**config.mk**
```make
export PLATFORM = sky130hd
export DESIGN_NAME = multi_pattern_sequencer_flat
export DESIGN_NICKNAME = d
export VERILOG_FILES = /design/src/rtl/multi_pattern_sequencer_if.sv /design/src/rtl/multi_pattern_sequencer.sv /design/src/flat_wrapper.sv
export SDC_FILE = /design/constraint.sdc
export NUM_CORES = 1
export LEC_CHECK = 0
export BUFFER_PORTS_ARGS = -buffer_cell sky130_fd_sc_hd__buf_4
export CORE_ASPECT_RATIO = 0.7
export CORE_MARGIN = 2
export CORE_UTILIZATION = 40
export CTS_CLUSTER_SIZE = 12
export DETAILED_ROUTE_END_ITERATION = 16
export PLACE_DENSITY = 0.67
export REMOVE_ABC_BUFFERS = 1
export SETUP_SLACK_MARGIN = 0.02
export SYNTH_ARGS = -nofsm -noshare
export SYNTH_HDL_FRONTEND = slang
export SYNTH_SLANG_ARGS = --single-unit
export TNS_END_PERCENT = 100
```
**constraint.sdc**
```tcl
create_clock -name i_clk -period 3.4 [get_ports i_clk]
set_clock_uncertainty 0.05 [all_clocks]
set_input_delay 0.34 -clock i_clk [delete_from_list [all_inputs] [get_ports i_clk]]
set_output_delay 0.34 -clock i_clk [all_outputs]
set_load 0.01 [all_outputs]
```
**src/rtl/multi_pattern_sequencer_if.sv**
```systemverilog
// ROM read port shared by every sequencer channel.
// Protocol: the master drives rom_addr every cycle (0 when nobody is granted) and the
// slave returns the word for that address on rom_data one cycle later. There is no
// valid/ready pair: the ROM never stalls, and a channel only consumes rom_data in the
// cycle after its own grant.
interface multi_pattern_sequencer_if #(
   parameter int ROM_AW = 8
);
   logic [ROM_AW-1:0] rom_addr;
   logic [15:0]       rom_data;

   modport master (output rom_addr, input rom_data);
   modport slave  (input rom_addr, output rom_data);
endinterface

```
**src/rtl/multi_pattern_sequencer.sv**
```systemverilog
// NUM_CH pattern sequencers (header -> order list -> notes) sharing one synchronous song
// ROM through a round-robin arbiter. Define PATSEQ_STATUS_EN to add sticky o_stb_overrun.
module multi_pattern_sequencer #(
   parameter int          NUM_CH   = 4,
   parameter int          ROM_AW   = 8,
   parameter int unsigned PAT_BASE = 0
) (
   input  logic                  i_clk,
   input  logic                  i_rst_n,
   input  logic [NUM_CH-1:0]     i_note_stb,
   output logic [NUM_CH-1:0]     o_note_valid,
   output logic [6*NUM_CH-1:0]   o_note_pitch,
   output logic [5*NUM_CH-1:0]   o_note_len,
   output logic [4*NUM_CH-1:0]   o_note_instrument,
   output logic [NUM_CH-1:0]     o_ch_stopped,
`ifdef PATSEQ_STATUS_EN
   output logic [NUM_CH-1:0]     o_stb_overrun,
`endif
   multi_pattern_sequencer_if.master rom_bus
);

   localparam int PTR_W = (NUM_CH > 1) ? $clog2(NUM_CH) : 1;

   typedef enum logic [3:0] {
      S_INIT, S_HDR_REQ, S_HDR_RD, S_ORD_REQ, S_ORD_RD,
      S_PAT_REQ, S_PAT_RD, S_NOTE, S_IDLE, S_IDLE_PAT, S_STOPPED
   } state_e;

   logic [NUM_CH-1:0] req;
   logic [ROM_AW-1:0] req_addr [NUM_CH];
   logic              gnt_valid;
   int                gnt_ch;
   logic [PTR_W-1:0]  rr_ptr_q, rr_ptr_d;
   logic [ROM_AW-1:0] rom_addr_c;

   // Lowest requester overall, then overridden by the lowest at or above the pointer.
   always_comb begin
      gnt_valid = 1'b0;
      gnt_ch    = 0;
      for (int c = NUM_CH - 1; c >= 0; c--) begin
         if (req[c]) begin
            gnt_valid = 1'b1;
            gnt_ch    = c;
         end
      end
      for (int c = NUM_CH - 1; c >= 0; c--) begin
         if (req[c] && (c >= int'(rr_ptr_q))) gnt_ch = c;
      end
   end

   always_comb begin
      rr_ptr_d = rr_ptr_q;
      if (gnt_valid) rr_ptr_d = (gnt_ch >= NUM_CH - 1) ? '0 : PTR_W'(gnt_ch + 1);
   end

   always_comb begin
      rom_addr_c = '0;
      for (int c = 0; c < NUM_CH; c++) begin
         if (gnt_valid && (gnt_ch == c)) rom_addr_c = req_addr[c];
      end
   end

   assign rom_bus.rom_addr = rom_addr_c;

   always_ff @(posedge i_clk or negedge i_rst_n) begin
      if (!i_rst_n) rr_ptr_q <= '0;
      else          rr_ptr_q <= rr_ptr_d;
   end

   for (genvar g = 0; g < NUM_CH; g++) begin : g_ch
      state_e            state_q, state_d;
      logic [5:0]        last_q, last_d, rep_addr_q, rep_addr_d, ord_idx_q, ord_idx_d;
      logic              rep_q, rep_d, pend_q, pend_d;
      logic [ROM_AW-1:0] pat_addr_q, pat_addr_d;
      logic [7:0]        pat_len_q, pat_len_d, count_q, count_d;
      logic [5:0]        pitch_q, pitch_d;
      logic [4:0]        len_q, len_d;
      logic [3:0]        inst_q, inst_d;
      logic              granted, stb;
`ifdef PATSEQ_STATUS_EN
      logic              ovr_q, ovr_d;
`endif

      assign granted = gnt_valid && (gnt_ch == g);
      assign stb     = i_note_stb[g];
      assign req[g]  = (state_q == S_HDR_REQ) || (state_q == S_ORD_REQ) || (state_q == S_PAT_REQ);
      assign req_addr[g] = (state_q == S_HDR_REQ) ? ROM_AW'(g) :
                           (state_q == S_ORD_REQ) ? {{(ROM_AW-6){1'b0}}, ord_idx_q} :
                                                    pat_addr_q;

      always_comb begin
         state_d    = state_q;
         last_d     = last_q;
         rep_addr_d = rep_addr_q;
         rep_d      = rep_q;
         ord_idx_d  = ord_idx_q;
         pat_addr_d = pat_addr_q;
         pat_len_d  = pat_len_q;
         count_d    = count_q;
         pitch_d    = pitch_q;
         len_d      = len_q;
         inst_d     = inst_q;
         pend_d     = pend_q;
`ifdef PATSEQ_STATUS_EN
         ovr_d      = ovr_q;
`endif
         // Strobes arriving mid-fetch are remembered once; a second one is lost.
         if (stb && !(state_q inside {S_INIT, S_IDLE, S_IDLE_PAT, S_STOPPED})) begin
            if (!pend_q) pend_d = 1'b1;
`ifdef PATSEQ_STATUS_EN
            else         ovr_d  = 1'b1;
`endif
         end
         case (state_q)
            S_INIT:    if (stb) state_d = S_HDR_REQ;
            S_HDR_REQ: if (granted) state_d = S_HDR_RD;
            S_HDR_RD: begin
               last_d     = rom_bus.rom_data[5:0];
               rep_addr_d = rom_bus.rom_data[11:6];
               rep_d      = rom_bus.rom_data[12];
               ord_idx_d  = 6'd1;
               state_d    = S_ORD_REQ;
            end
            S_ORD_REQ: if (granted) state_d = S_ORD_RD;
            S_ORD_RD: begin
               pat_addr_d = ROM_AW'(rom_bus.rom_data[7:0]) + ROM_AW'(PAT_BASE);
               pat_len_d  = rom_bus.rom_data[15:8];
               count_d    = 8'd1;
               state_d    = S_PAT_REQ;
            end
            S_PAT_REQ: if (granted) state_d = S_PAT_RD;
            S_PAT_RD: begin
               pitch_d = rom_bus.rom_data[5:0];
               len_d   = rom_bus.rom_data[10:6];
               inst_d  = rom_bus.rom_data[14:11];
               state_d = S_NOTE;
            end
            S_NOTE: begin
               // count starts at 1, so pat_len 0 ends the pattern after one note.
               if (count_q < pat_len_q) begin
                  pat_addr_d = pat_addr_q + ROM_AW'(1);
                  count_d    = count_q + 8'd1;
                  state_d    = S_IDLE_PAT;
               end else if (ord_idx_q != last_q) begin
                  ord_idx_d = ord_idx_q + 6'd1;
                  state_d   = S_IDLE;
               end else if (rep_q) begin
                  ord_idx_d = rep_addr_q;
                  state_d   = S_IDLE;
               end else begin
                  state_d = S_STOPPED;
               end
            end
            S_IDLE: if (stb || pend_q) begin
               pend_d  = 1'b0;
               state_d = S_ORD_REQ;
            end
            S_IDLE_PAT: if (stb || pend_q) begin
               pend_d  = 1'b0;
               state_d = S_PAT_REQ;
            end
            S_STOPPED: state_d = S_STOPPED;
            default:   state_d = S_INIT;
         endcase
      end

      always_ff @(posedge i_clk or negedge i_rst_n) begin
         if (!i_rst_n) begin
            state_q    <= S_INIT;
            last_q     <= '0;
            rep_addr_q <= '0;
            rep_q      <= 1'b0;
            ord_idx_q  <= '0;
            pat_addr_q <= '0;
            pat_len_q  <= '0;
            count_q    <= '0;
            pitch_q    <= '0;
            len_q      <= '0;
            inst_q     <= '0;
            pend_q     <= 1'b0;
`ifdef PATSEQ_STATUS_EN
            ovr_q      <= 1'b0;
`endif
         end else begin
            state_q    <= state_d;
            last_q     <= last_d;
            rep_addr_q <= rep_addr_d;
            rep_q      <= rep_d;
            ord_idx_q  <= ord_idx_d;
            pat_addr_q <= pat_addr_d;
            pat_len_q  <= pat_len_d;
            count_q    <= count_d;
            pitch_q    <= pitch_d;
            len_q      <= len_d;
            inst_q     <= inst_d;
            pend_q     <= pend_d;
`ifdef PATSEQ_STATUS_EN
            ovr_q      <= ovr_d;
`endif
         end
      end

      assign o_note_valid[g]          = (state_q == S_NOTE);
      assign o_ch_stopped[g]          = (state_q == S_STOPPED);
      assign o_note_pitch[6*g +: 6]   = pitch_q;
      assign o_note_len[5*g +: 5]     = len_q;
      assign o_note_instrument[4*g +: 4] = inst_q;
`ifdef PATSEQ_STATUS_EN
      assign o_stb_overrun[g]         = ovr_q;
`endif
   end

endmodule

```
**src/flat_wrapper.sv**
```systemverilog
// flat-port wrapper written by rule: the top's interface ports become plain ports
module multi_pattern_sequencer_flat 
#(
   parameter int          NUM_CH   = 4,
   parameter int          ROM_AW   = 8,
   parameter int unsigned PAT_BASE = 0
)
  (i_clk, i_rst_n, i_note_stb, o_note_valid, o_note_pitch, o_note_len, o_note_instrument, o_ch_stopped, rom_bus_rom_addr, rom_bus_rom_data);
  multi_pattern_sequencer_if #(.ROM_AW(ROM_AW)) rom_bus_i ();
  input  logic i_clk;
  input  logic i_rst_n;
  input  logic [NUM_CH-1:0] i_note_stb;
  output logic [NUM_CH-1:0] o_note_valid;
  output logic [6*NUM_CH-1:0] o_note_pitch;
  output logic [5*NUM_CH-1:0] o_note_len;
  output logic [4*NUM_CH-1:0] o_note_instrument;
  output logic [NUM_CH-1:0] o_ch_stopped;
  output wire logic [$bits(rom_bus_i.rom_addr)-1:0] rom_bus_rom_addr;
  input wire logic [$bits(rom_bus_i.rom_data)-1:0] rom_bus_rom_data;
  assign rom_bus_rom_addr = rom_bus_i.rom_addr;
  assign rom_bus_i.rom_data = rom_bus_rom_data;
  multi_pattern_sequencer #(.NUM_CH(NUM_CH), .ROM_AW(ROM_AW), .PAT_BASE(PAT_BASE)) u_core (.i_clk(i_clk), .i_rst_n(i_rst_n), .i_note_stb(i_note_stb), .o_note_valid(o_note_valid), .o_note_pitch(o_note_pitch), .o_note_len(o_note_len), .o_note_instrument(o_note_instrument), .o_ch_stopped(o_ch_stopped), .rom_bus(rom_bus_i));
endmodule
```
==> results.md <==
* CTS tree: done
* Flop pwr share at 32.9%
* P_int at 8.85 mW
* Final core occ at 48.5%
* Switching Fraction at 39.2%
* Required time worst endpoint at 3.01 ns
* Synth top area cells: dfrtp_1, mux2_2, ha_1
* Antenna Nets Post-Route at 0
* Max Clk Rate at 0.295 GHz
* Core Region at 0.0334 mm^2
* RSZ-0062 raised after global routing: yes
* Top FF cell, synth: dfrtp_1
* FFs w/ async S/R, synth at 100%
* Rel. slew slack at 49.9%
* Place WS at 0.176 ns
* Min Tclk post-route at 3.39 ns
* Max Cap Viol at 0
* Row cnt at 56
* Syn_area_per_cell at 9.77 um^2
* Antenna Cells at 0
* HPWL Detailed at 26,700 um
* Share of layout cells above drive strength 1 at 25.6%
* Synth Register Bits at 254
* Type of origin of the critical path: register
* Power per cell area at 899 mW/mm^2
* Ys Warns at 0
* Placed cells at 1,884
* Cell count after synthesis at 1,379
* Htree depth at 1
* Buffers added on ports at 97
* WL final at 39,500 um
* CTS Sinks at 254
* Final WS setup at 0.00994 ns
* Vias/cell at 5.72
* Worst Tran Pin Value at 0.748 ns
* Max Root-Sink Buffers at 3
* Layout Nets at 1,566
* Most frequent cells in the layout: dfrtp_1, buf_4, nand2_1, mux2_2, nor2_1
* Post-synthesis sequential area ratio at 47.2%
* Clk Latency, worst-skew pair at 0.57 ns
* Netlist cell types at 72
* Fin cells at 1,948
* Run status: complete, no violations
* DR iter-0 viols at 1,449
* Die Ht at 158 um
* Die Width at 223 um
* Global route overflow at 0
* TritonRoute pass-1 iters at 7
* Layout overhead on the synthesized area at 20.1%
* Mapped Area at 0.0135 mm^2
* # DRC at 0
* Final setup viols at 0
* Routability cong. at 0.888
* Vias in the first global route at 10,600
* Worst Setup End Kind: primary output
* Total power at 14.6 mW
* Die area at 0.0352 mm^2
* Fin crit share at 99.7%
* Initial antenna violation count at 2
* Comb pwr share at 47.0%
* GRT Resource Usage Total at 22.6%
* Clock root buffer: clkbuf_16
* Max Slew Vio Count at 0
* Cts bufs inserted at 27
* CTS clk-pin slew, worst paths at 0.06 ns
* Synth area leader: dfrtp_1
* Crit Path Category: reg2out
* Hold Vio Cnt, Final at 0
* Pin count of the biggest net entering global routing at 87
* Hold Path Class: in2reg
* Initial Util at 40.4%
* Leading cell type in the layout, fill and taps excluded: dfrtp_1
* Global-route wire length before repair at 61,800 um
* Maximum VDD drop at 0.507 mV
* CP Max Fanout at 6
* Clock power share at 20.1%
* Critical Path AT at 3.00 ns
* Vias at 11,100
* Sw power at 5.70 mW
* Synth top area share at 47.2%
* Avg WL per Cell at 20.3 um
* P_leak at 7.36 nW
* Top-level I/O count at 98
* Number of synthesized flops with an enable pin at 0
logic make-up after synthesis:
family	synth area share (%)
adders and majority gates	4.16
AOI/OAI and AO/OA	14.9
and+or+nand+nor	15.3
buffers and inverters	3.96
DFF	47.2
muxes	11.4
xor gates and xnor gates	3.12
metal layers:
layer  part of all wire, %  GRT usage (%)  vias up
met5                     0              0        -
met4                   2.2           5.11        0
met3                    10           7.07       64
met2                    39           30.7      429
met1                    49           34.6     5479
li1                      -              -     5168
power groups by stage:
stage	Sequential [mW]	Clock, mW	Combinational, mW
2_1_floorplan	4.82	0	3.54
3_3_place_gp	4.75	0	5.97
3_5_place_dp	4.79	0	6.06
4_1_cts	4.77	2.97	6.50
5_1_grt	4.93	3.10	7.48
6_report	4.79	2.92	6.84
repair_timing:
action                                  CTS  global route
hold buffers                              4             0
pin swaps                                 8            15
gates resized for setup                  38            18
endpoints found under the hold margin    87             0
buffers inserted                          6            10
gates cloned                              1             1
endpoints found under the setup margin    8             8
critical path, stage by stage (launching register included):
cell	delay, ns
dfrtp_1	0.38
nand2b_4	0.17
a21o_1	0.19
nand2_1	0.09
a21oi_2	0.06
o22ai_2	0.24
ha_2	0.25
nor2b_4	0.15
o211ai_1	0.21
o22a_1	0.30
o21ai_2	0.22
buf_4	0.16
worst paths after layout:
| path | startpoint | end | slack (ns) | cells after the start |
|---|---|---|---|---|
| worst max-delay path | u_core.g_ch[1].state_q[3] | rom_bus_rom_addr[0] | 0.01 | 11 |
| worst min-delay path | i_note_stb[0] | u_core.g_ch[0].pend_q | 0.02 | 3 |
| worst max register to register | u_core.g_ch[2].count_q[2] | u_core.g_ch[2].ord_idx_q[1] | 0.68 | 7 |
| worst min register to register | u_core.g_ch[3].rep_addr_q[0] | u_core.g_ch[3].rep_addr_q[0] | 0.45 | 1 |
| max in group asynchronous | i_rst_n | u_core.g_ch[3].last_q[4] | 2.14 | 3 |
| min in group asynchronous | i_rst_n | u_core.g_ch[2].state_q[2] | 0.30 | 2 |
state kept, by name, indices dropped and copies added, names as in the netlist:
name and count:
u_core.g_ch.count_q 32, u_core.g_ch.pat_addr_q 32, u_core.g_ch.pat_len_q 32, u_core.g_ch.last_q 24
u_core.g_ch.ord_idx_q 24, u_core.g_ch.pitch_q 24, u_core.g_ch.rep_addr_q 24, u_core.g_ch.len_q 20
u_core.g_ch.inst_q 16, u_core.g_ch.state_q 16, u_core.g_ch.pend_q 4, u_core.g_ch.rep_q 4
u_core.rr_ptr_q 2
synth_stat cells, types with 6 or more instances:
cell / number
o21ai_0: 100
nand4_1: 20
xor2_1: 38
xnor2_1: 10
ha_1: 44
dfrtp_1: 254
a31oi_1: 20
o22a_1: 6
o31ai_1: 8
mux2_2: 122
a221o_1: 6
nor2_1: 107
inv_1: 57
nand2_1: 124
o22ai_1: 18
nor2b_1: 11
nand2b_1: 23
and3_1: 14
mux2i_1: 16
nand3_1: 65
a211oi_1: 15
a21oi_1: 97
or3_1: 8
clkbuf_1: 71
or2_2: 7
nor3_1: 20
or4_1: 6
metrics by stage:
step / cell area, um^2 / setup TNS [ns] / hold WS (ns)
finish: 16200 / 0 / 0.0205
global route: 16200 / -0.757 / 0.0152
CTS: 16000 / 0 / 0.00625
floorplan: 13200 / 0 / -0.00559
global placement: 14900 / 0 / 0.354
detailed placement: 14900 / 0 / 0.354
layout make-up:
cell class                      instances  area (um^2)
Clock buffer                           36          739
Clock inverter                          6         98.8
Fill cell                            3050        17200
Inverter                               59          221
Multi-Input combinational cell        987         6830
Sequential cell                       254         6360
Tap cell                              435          544
Timing Repair Buffer                  171         1390
Note: power is estimated with default switching activity, not from simulation.
